[config.mk]
export PLATFORM = sky130hd
export DESIGN_NAME = bin_to_bcd_seq
export DESIGN_NICKNAME = d
export VERILOG_FILES = /design/src/rtl/bin_to_bcd_seq.sv
export SDC_FILE = /design/constraint.sdc
export NUM_CORES = 1
export LEC_CHECK = 0
export ABC_CLOCK_PERIOD_IN_PS = 3300
export BUFFER_PORTS_ARGS = -buffer_cell sky130_fd_sc_hd__buf_4
export CORE_MARGIN = 8
export CORE_UTILIZATION = 38
export CTS_CLUSTER_SIZE = 14
export DETAILED_ROUTE_END_ITERATION = 6
export SLEW_MARGIN = 40
export SYNTH_ARGS = -nofsm -noshare
export SYNTH_HDL_FRONTEND = slang
export SYNTH_SLANG_ARGS = --single-unit
export TNS_END_PERCENT = 1
[constraint.sdc]
create_clock -name clk -period 3.3 [get_ports clk]
set_clock_uncertainty 0.2 [all_clocks]
set_input_delay 0.165 -clock clk [delete_from_list [all_inputs] [get_ports clk]]
set_output_delay 0.165 -clock clk [all_outputs]
set_load 0.01 [all_outputs]
[src/rtl/bin_to_bcd_seq.sv]
// Sequential binary-to-BCD converter (double-dabble), one bit per clock.
// Turns a 7-bit operand into a packed two-digit BCD word plus an overflow flag.
module bin_to_bcd_seq (
    input  logic       clk,
    input  logic       rst,
    input  logic       start,
    input  logic [6:0] bin,
    output logic       busy,
    output logic       done,
    output logic [7:0] bcd,
    output logic       ovf
);

    typedef enum logic {
        IDLE = 1'b0,
        CONV = 1'b1
    } state_t;

    state_t      state_q, state_d;
    logic [1:0]  hund_q, hund_d;
    logic [3:0]  tens_q, tens_d;
    logic [3:0]  ones_q, ones_d;
    logic [6:0]  bin_q, bin_d;
    logic [2:0]  cnt_q, cnt_d;
    logic [7:0]  bcd_q, bcd_d;
    logic        ovf_q, ovf_d;
    logic        done_q, done_d;

    logic [3:0]  tensAdj;
    logic [3:0]  onesAdj;
    logic [16:0] shiftVec;

    // Hundreds never exceeds 1, so only the two lower digits need the +3 step.
    always_comb begin
        tensAdj  = (tens_q >= 4'd5) ? tens_q + 4'd3 : tens_q;
        onesAdj  = (ones_q >= 4'd5) ? ones_q + 4'd3 : ones_q;
        shiftVec = {hund_q, tensAdj, onesAdj, bin_q} << 1;
    end

    always_comb begin
        state_d = state_q;
        hund_d  = hund_q;
        tens_d  = tens_q;
        ones_d  = ones_q;
        bin_d   = bin_q;
        cnt_d   = cnt_q;
        bcd_d   = bcd_q;
        ovf_d   = ovf_q;
        done_d  = 1'b0;

        case (state_q)
            IDLE: begin
                if (start) begin
                    bin_d   = bin;
                    hund_d  = 2'd0;
                    tens_d  = 4'd0;
                    ones_d  = 4'd0;
                    cnt_d   = 3'd0;
                    state_d = CONV;
                end
            end
            CONV: begin
                hund_d = shiftVec[16:15];
                tens_d = shiftVec[14:11];
                ones_d = shiftVec[10:7];
                bin_d  = shiftVec[6:0];
                cnt_d  = cnt_q + 3'd1;
                // Results are published only on the last iteration so the
                // outputs never expose partially converted digits.
                if (cnt_q == 3'd6) begin
                    bcd_d   = shiftVec[14:7];
                    ovf_d   = (shiftVec[16:15] != 2'd0);
                    done_d  = 1'b1;
                    state_d = IDLE;
                end
            end
            default: state_d = IDLE;
        endcase
    end

    always_ff @(posedge clk) begin
        if (rst) begin
            state_q <= IDLE;
            hund_q  <= 2'd0;
            tens_q  <= 4'd0;
            ones_q  <= 4'd0;
            bin_q   <= 7'd0;
            cnt_q   <= 3'd0;
            bcd_q   <= 8'h00;
            ovf_q   <= 1'b0;
            done_q  <= 1'b0;
        end else begin
            state_q <= state_d;
            hund_q  <= hund_d;
            tens_q  <= tens_d;
            ones_q  <= ones_d;
            bin_q   <= bin_d;
            cnt_q   <= cnt_d;
            bcd_q   <= bcd_d;
            ovf_q   <= ovf_d;
            done_q  <= done_d;
        end
    end

    assign busy = (state_q == CONV);
    assign done = done_q;
    assign bcd  = bcd_q;
    assign ovf  = ovf_q;

endmodule

==> PnR_summary.wiki, run 1 <==
{| class="wikitable"
! Metric !! Value
|-
| Status || completed
|-
| Number of distinct library cells after synthesis || 29
|-
| Layout area overhead || 22.3%
|-
| Synthesis Warnings || 0
|-
| Remaining design rule violation count || 0
|-
| Clock insertion delay at the later pin of the skew report || 0.34 ns
|-
| Share of final-layout standard cells stronger than drive strength 1 || 19.0%
|-
| Cts repair resizes || 0
|-
| Total of endpoints with negative setup slack in the final report || 0
|-
| Total clock buffers created by CTS || 5
|-
| Gp weighted congestion || 0.752
|-
| Portion of netlist area occupied by mux cells || 7.72%
|-
| Largest area contributor in the synthesized netlist || sky130_fd_sc_hd__dfxtp_1
|-
| Synthesized-area fraction occupied by and/or/nand/nor cells || 22.3%
|-
| Combinational family with the most area after synthesis || simple AND/OR/NAND/NOR gates
|-
| Antenna violations before repair || 0
|-
| Average vias per placed instance || 4.84
|-
| Total standard cell area after synthesis || 1380 sq um
|-
| Vias in the first global route || 1,040
|-
| Count of pins over their slew limit || 0
|-
| Data arrival time of the critical path || 1.84 ns
|-
| Syn Nets || 172
|-
| Proportion of netlist area held by the largest area contributor || 43.6%
|-
| Number of instances on the worst hold path || 5
|-
| Starting DRC count in detailed routing || 44
|-
| Most common cell after layout, fill and taps aside || sky130_fd_sc_hd__dfxtp_1
|-
| Post-detailed-route wirelength per cell || 12.1 um
|-
| CP Launch Type || register
|-
| Areal power density over the cells || 394 nW/um^2
|-
| GRT Resource Usage Total || 10.0%
|-
| Maximum level of the CTS H-tree || 2
|-
| Setup repair after global routing missed its margin || false
|-
| Post-route total power || 0.664 mW
|-
| Pin count of the biggest net entering global routing || 27
|-
| Total number of vias || 1,123
|-
| Antenna-violating nets left || 0
|-
| Post-detailed-routing wire length || 2.80 mm
|-
| Count of maximum capacitance violations || 0
|-
| Dpl hpwl || 2.01 mm
|-
| Top library cells by usage in the layout, fill and taps aside || sky130_fd_sc_hd__dfxtp_1, sky130_fd_sc_hd__nor2_1, sky130_fd_sc_hd__buf_4
|-
| Launch instance of the worst register-to-register path || ones_q[0]
|-
| First-pass GRT wire length || 4.71 mm
|-
| Worst-case clock buffer depth || 2
|-
| Static leakage power || 0.669 nW
|-
| Layout net count || 199
|-
| Hold worst-path end || bin_q[5]
|-
| Diode insertion count for antenna repair || 0
|-
| Count of placed standard cells in the final layout, fillers left out || 232
|-
| Top-Level Pins || 21
|-
| Die Width || 76.2 um
|-
| FF+latch count, synth || 30
|-
| Final Cycle Share || 54.0%
|-
| Xor and xnor fraction of the mapped netlist area || 1.27%
|-
| Crit path launch || ones_q[0]
|-
| Arithmetic-cell share of the synthesized area counting full adders, half adders and majority gates || 5.45%
|-
| Most common flop cell mapped by yosys || sky130_fd_sc_hd__dfxtp_1
|-
| TritonCTS clock tree || yes
|-
| Kind of path behind the tightest hold check || in -> reg
|-
| Setup TNS || 0 ns
|-
| Critical path class || reg -> reg
|-
| Final hold violations || 0
|-
| Register area share after synthesis || 43.6%
|-
| Instance count after placement with tap cells included || 217
|-
| Cell count after synthesis || 156
|-
| Global route overflow || 0
|-
| EDFF count, synth || 0
|-
| Die Outline Area || 5810 sq um
|-
| Element type at the critical path end || register
|-
| Final Critical Period || 1.78 ns
|-
| Worst ir drop on vdd || 0.000211 V
|-
| Initial cell density of the core || 38.5%
|-
| Total iterations of the first detailed-routing run || 4
|-
| Highest Clock Rate || 561 MHz
|-
| Compound-gate portion of the synthesized area || 14.8%
|-
| Headroom to the max-slew limit || 72.5%
|-
| Worst-Margin Slew || 0.413 ns
|-
| Reg2reg end || ones_q[2]
|-
| Synthesized area per cell || 8.83 sq um
|-
| Register-to-Register Path Depth || 6
|-
| Chip Height || 76.2 um
|-
| Count of input and output buffers || 20
|-
| Clock input transition at the sequential cells of the worst setup and hold paths || 0.09 ns
|-
| Synth async-reset ratio || 0%
|-
| Dominant cells by area after synthesis || sky130_fd_sc_hd__dfxtp_1, sky130_fd_sc_hd__nor2_1, sky130_fd_sc_hd__nand3b_1
|-
| Std cell rows || 22
|-
| CP Max Fanout || 5
|-
| Register-to-register path setup slack || 1.52 ns
|-
| Number of clock sinks || 30
|-
| Launch instance of the worst min-delay path || bin[5]
|-
| Clock tree root buffer cell || sky130_fd_sc_hd__clkbuf_4
|-
| Core area || 3580 sq um
|-
| Required arrival time at the worst endpoint || 3.36 ns
|}
[Yosys cell counts, types with 2 or more instances]
library cell,instances
sky130_fd_sc_hd__a21oi_2,2
sky130_fd_sc_hd__ha_1,6
sky130_fd_sc_hd__o21ai_1,6
sky130_fd_sc_hd__nor3b_1,4
sky130_fd_sc_hd__nor3_1,3
sky130_fd_sc_hd__xnor2_1,2
sky130_fd_sc_hd__buf_4,2
sky130_fd_sc_hd__nand3b_1,11
sky130_fd_sc_hd__a21oi_1,14
sky130_fd_sc_hd__nor2_1,24
sky130_fd_sc_hd__inv_1,7
sky130_fd_sc_hd__a311oi_1,2
sky130_fd_sc_hd__clkbuf_1,4
sky130_fd_sc_hd__dfxtp_1,30
sky130_fd_sc_hd__nand3_1,3
sky130_fd_sc_hd__o21ai_0,8
sky130_fd_sc_hd__buf_2,2
sky130_fd_sc_hd__nand2b_1,3
sky130_fd_sc_hd__mux2i_1,8
sky130_fd_sc_hd__nand2_1,6
[metal layers]
metal  GRT usage, %  vias to the layer above  wire [um]
li1               -                      586          -
met1           12.2                      504       1370
met2           14.7                       26       1220
met3           3.18                        7        134
met4           6.92                        0         74
met5              0                        -          0
[state kept, by name, indices dropped and copies added (netlist names)]
signal,count
hund_q,1
done,1
cnt_q,3
bin_q,7
ovf,1
busy,1
bcd,8
ones_q,4
tens_q,4
[critical path, cell delays in order, from the launching register on]
cell,delay (ns)
sky130_fd_sc_hd__dfxtp_1,0.34
sky130_fd_sc_hd__inv_1,0.12
sky130_fd_sc_hd__ha_1,0.25
sky130_fd_sc_hd__nand2b_1,0.11
sky130_fd_sc_hd__a21oi_2,0.21
sky130_fd_sc_hd__mux2_4,0.33
sky130_fd_sc_hd__o21ai_1,0.15
[through the flow]
stage / hold slack, ns / instance area, sq um / utilization, % / worst slack, ns
6_report: 0.00194 / 1690 / 47.1 / 1.52
5_1_grt: 0.0446 / 1690 / 47.1 / 1.40
4_1_cts: 0.00517 / 1690 / 47.1 / 1.52
3_5_place_dp: 0.270 / 1560 / 43.5 / 1.53
3_3_place_gp: 0.267 / 1560 / 43.5 / 1.59
2_1_floorplan: 0.160 / 1380 / - / 1.70
[power by group]
group | internal, mW | switching [mW] | total, mW | leakage, nW
clock | 0.103 | 0.127 | 0.230 | 0.0353
combinational | 0.0297 | 0.0278 | 0.0575 | 0.391
sequential | 0.369 | 0.00700 | 0.376 | 0.243
total | 0.502 | 0.162 | 0.664 | 0.669
[final cells by class]
cell class                      instances  area (sq um)
Sequential cell                        30           601
Inverter                                7          26.3
Fill cell                             355          1890
Clock buffer                            7          55.1
Multi-Input combinational cell        111           711
Tap cell                               48          60.1
Clock inverter                          1          5.00
Timing Repair Buffer                   28           228
[how the worst max path moves through the flow]
stage / to / slack (ns) / depth (start not counted)
6_report: ones_q[2] / 1.52 / 6
5_1_grt: ones_q[2] / 1.40 / 6
4_1_cts: ones_q[2] / 1.52 / 6
3_5_place_dp: ones_q[2] / 1.53 / 6
3_3_place_gp: ones_q[2] / 1.59 / 6
2_1_floorplan: ones_q[2] / 1.70 / 6
[logic make-up after synthesis]
logic type,count (synthesis)
flip-flops,30
buffers and inverters,15
adder cells (fa/ha/maj),6
AO/OA/AOI/OAI,35
AND/OR/NAND/NOR,58
multiplexers,10
XOR/XNOR,2
[timing repair]
action	4_1_cts	5_1_grt
buffers inserted	0	0
endpoints found under the hold margin	18	0
hold buffers	7	0
No activity file was read; power rests on OpenSTA's default activity.
==> run 2, diff against run 1 <==
--- a/config.mk
+++ b/config.mk
@@ -5,7 +5,7 @@
 export SDC_FILE = /design/constraint.sdc
 export NUM_CORES = 1
 export LEC_CHECK = 0
-export ABC_CLOCK_PERIOD_IN_PS = 3300
+export ABC_CLOCK_PERIOD_IN_PS = 1600
 export BUFFER_PORTS_ARGS = -buffer_cell sky130_fd_sc_hd__buf_4
 export CORE_MARGIN = 8
 export CORE_UTILIZATION = 38
==> constraint.sdc (replaced) <==
create_clock -name clk -period 1.6 [get_ports clk]
set_clock_uncertainty 0.2 [all_clocks]
set_input_delay 0.08 -clock clk [delete_from_list [all_inputs] [get_ports clk]]
set_output_delay 0.08 -clock clk [all_outputs]
set_load 0.01 [all_outputs]
==> run 2 against run 1 <==
Compared with the run above:
- worst setup slack worse by 1.5 ns
- critical endpoint is now bin_q[0]
- sequential power up 110%
- first-iteration DRC count up 25%
- clock power rose to 2.5 times the previous value
- die area unchanged
==> PnR_summary.wiki, run 2 (synthesis results as in run 1) <==
{| class="wikitable"
! Metric !! Value
|-
| Status || completed
|-
| Count of placed standard cells in the final layout, fillers left out || 246
|-
| Clock insertion delay at the later pin of the skew report || 0.33 ns
|-
| Hold worst-path end || bcd[0]
|-
| Static leakage power || 0.773 nW
|-
| Vias in the first global route || 1,285
|-
| Average vias per placed instance || 4.91
|-
| Critical path class || in -> reg
|-
| Final Cycle Share || 98.8%
|-
| Reg2reg end || ones_q[2]
|-
| First-pass GRT wire length || 5.42 mm
|-
| Pin count of the biggest net entering global routing || 27
|-
| Die Outline Area || 5810 sq um
|-
| Number of clock sinks || 30
|-
| Instance count after placement with tap cells included || 226
|-
| Top-Level Pins || 21
|-
| Global route overflow || 0
|-
| Total of endpoints with negative setup slack in the final report || 0
|-
| Headroom to the max-slew limit || 74.5%
|-
| Worst-case clock buffer depth || 2
|-
| Share of final-layout standard cells stronger than drive strength 1 || 32.8%
|-
| Gp weighted congestion || 0.796
|-
| Register-to-register path setup slack || 0.03 ns
|-
| Data arrival time of the critical path || 1.61 ns
|-
| Std cell rows || 22
|-
| Clock tree root buffer cell || sky130_fd_sc_hd__clkbuf_4
|-
| Post-detailed-routing wire length || 3.17 mm
|-
| Dpl hpwl || 2.21 mm
|-
| Total iterations of the first detailed-routing run || 4
|-
| Initial cell density of the core || 38.5%
|-
| Worst hold-check slack || 0.284 ns
|-
| Layout area overhead || 39.2%
|-
| Starting DRC count in detailed routing || 55
|-
| Areal power density over the cells || 780 nW/um^2
|-
| CP Launch Type || input port
|-
| Required arrival time at the worst endpoint || 1.63 ns
|-
| Number of flip-flops under the largest register name || 8
|-
| Setup repair after global routing missed its margin || true
|-
| Post-route total power || 1.50 mW
|-
| Top library cells by usage in the layout, fill and taps aside || sky130_fd_sc_hd__buf_4, sky130_fd_sc_hd__dfxtp_1, sky130_fd_sc_hd__nor2_1
|-
| Total number of vias || 1,207
|-
| Most common cell after layout, fill and taps aside || sky130_fd_sc_hd__buf_4
|-
| Element type at the critical path end || register
|-
| GRT Resource Usage Total || 11.3%
|-
| Register-to-Register Path Depth || 6
|-
| Pre-CTS worst setup slack || -0.0659 ns
|-
| Maximum level of the CTS H-tree || 2
|-
| Remaining design rule violation count || 0
|-
| Launch instance of the worst register-to-register path || ones_q[0]
|-
| Final critical-path setup slack || 0.0185 ns
|-
| Antenna-violating nets left || 0
|-
| Diode insertion count for antenna repair || 0
|-
| Worst-Margin Slew || 0.382 ns
|-
| Count of maximum capacitance violations || 0
|-
| Clock input transition at the sequential cells of the worst setup and hold paths || 0.10 ns
|-
| Launch instance of the worst min-delay path || bcd[0]
|-
| Final Critical Period || 1.58 ns
|-
| Cell area after layout || 1920 sq um
|-
| CP Max Fanout || 11
|-
| Highest Clock Rate || 632 MHz
|-
| Cell Int Power || 1.16 mW
|-
| Kind of path behind the tightest hold check || reg -> reg
|-
| Placement Cell Area || 1640 sq um
|-
| Count of input and output buffers || 20
|-
| Final hold violations || 0
|-
| Fraction of power consumed by the clock network || 39.1%
|-
| Worst ir drop on vdd || 0.000414 V
|-
| Sw Pwr || 0.338 mW
|-
| Post-detailed-route wirelength per cell || 12.9 um
|-
| Number of instances on the worst hold path || 2
|-
| Count of pins over their slew limit || 0
|-
| Combinational share of power || 9.2%
|-
| Core area || 3580 sq um
|-
| Die Width || 76.2 um
|-
| Chip Height || 76.2 um
|-
| Switching Fraction || 22.6%
|-
| TritonCTS clock tree || yes
|-
| Share of power burned in registers || 51.7%
|-
| Layout net count || 213
|-
| Antenna violations before repair || 0
|-
| Total clock buffers created by CTS || 5
|}
run 2: stage by stage:
| step | utilization [%] | setup TNS, ns |
|---|---|---|
| final | 53.6 | 0 |
| after global routing | 53.6 | -0.0481 |
| after CTS | 51.7 | -0.00110 |
| after detailed placement | 45.7 | -0.262 |
| after global placement | 45.7 | 0 |
| after floorplan | - | 0 |
run 2: repair_timing:
action | CTS | global route
resized for setup | 10 | 16
hold buffers | 10 | 0
pin swaps | 2 | 7
endpoints found under the hold margin | 19 | 0
buffers inserted | 0 | 2
setup endpoints to repair | 6 | 11
run 2: cell type report:
cell class	instances	area (sq um)
clock buffer	5	37.5
sequential	30	609
tap	48	60.1
inverter	7	28.8
clock inverter	3	40.0
timing repair buffer	42	353
fill	359	1660
multi-input combinational	111	790
run 2: power groups by stage:
| stage | sequential, mW | clock, mW | combinational (mW) |
|---|---|---|---|
| final | 0.773 | 0.585 | 0.138 |
| after global routing | 0.776 | 0.649 | 0.152 |
| after CTS | 0.774 | 0.608 | 0.138 |
| after detailed placement | 0.792 | 0 | 0.116 |
| after global placement | 0.790 | 0 | 0.112 |
| after floorplan | 0.789 | 0 | 0.0766 |
run 2: routing by layer:
layer | part of all wire (%) | wire length (um) | up-vias | track usage, %
met5 | 0 | 0 | - | 0
met4 | 2.5 | 80 | 0 | 6.73
met3 | 4.3 | 137 | 9 | 4.25
met2 | 51 | 1630 | 17 | 20.3
met1 | 42 | 1320 | 564 | 10.6
li1 | - | - | 617 | -
run 2: worst max-delay path, stage by stage:
cell and delay (ns):
sky130_fd_sc_hd__dlygate4sd3_1 0.53, sky130_fd_sc_hd__buf_4 0.20, sky130_fd_sc_hd__mux2i_1 0.19, sky130_fd_sc_hd__dlygate4sd3_1 0.57, sky130_fd_sc_hd__nor3_1 0.04
run 2: how the worst max path moves through the flow:
stage                          from         to  slack, ns  cells after the start
after floorplan           ones_q[1]  ones_q[2]      0.004                      6
after global placement    tens_q[0]     bcd[5]       0.01                      7
after detailed placement  tens_q[1]     bcd[6]      -0.07                      6
after CTS                 tens_q[0]     bcd[5]     -0.001                      7
after global routing      ones_q[0]     bcd[2]      -0.02                      6
final                         start   bin_q[0]       0.02                      5
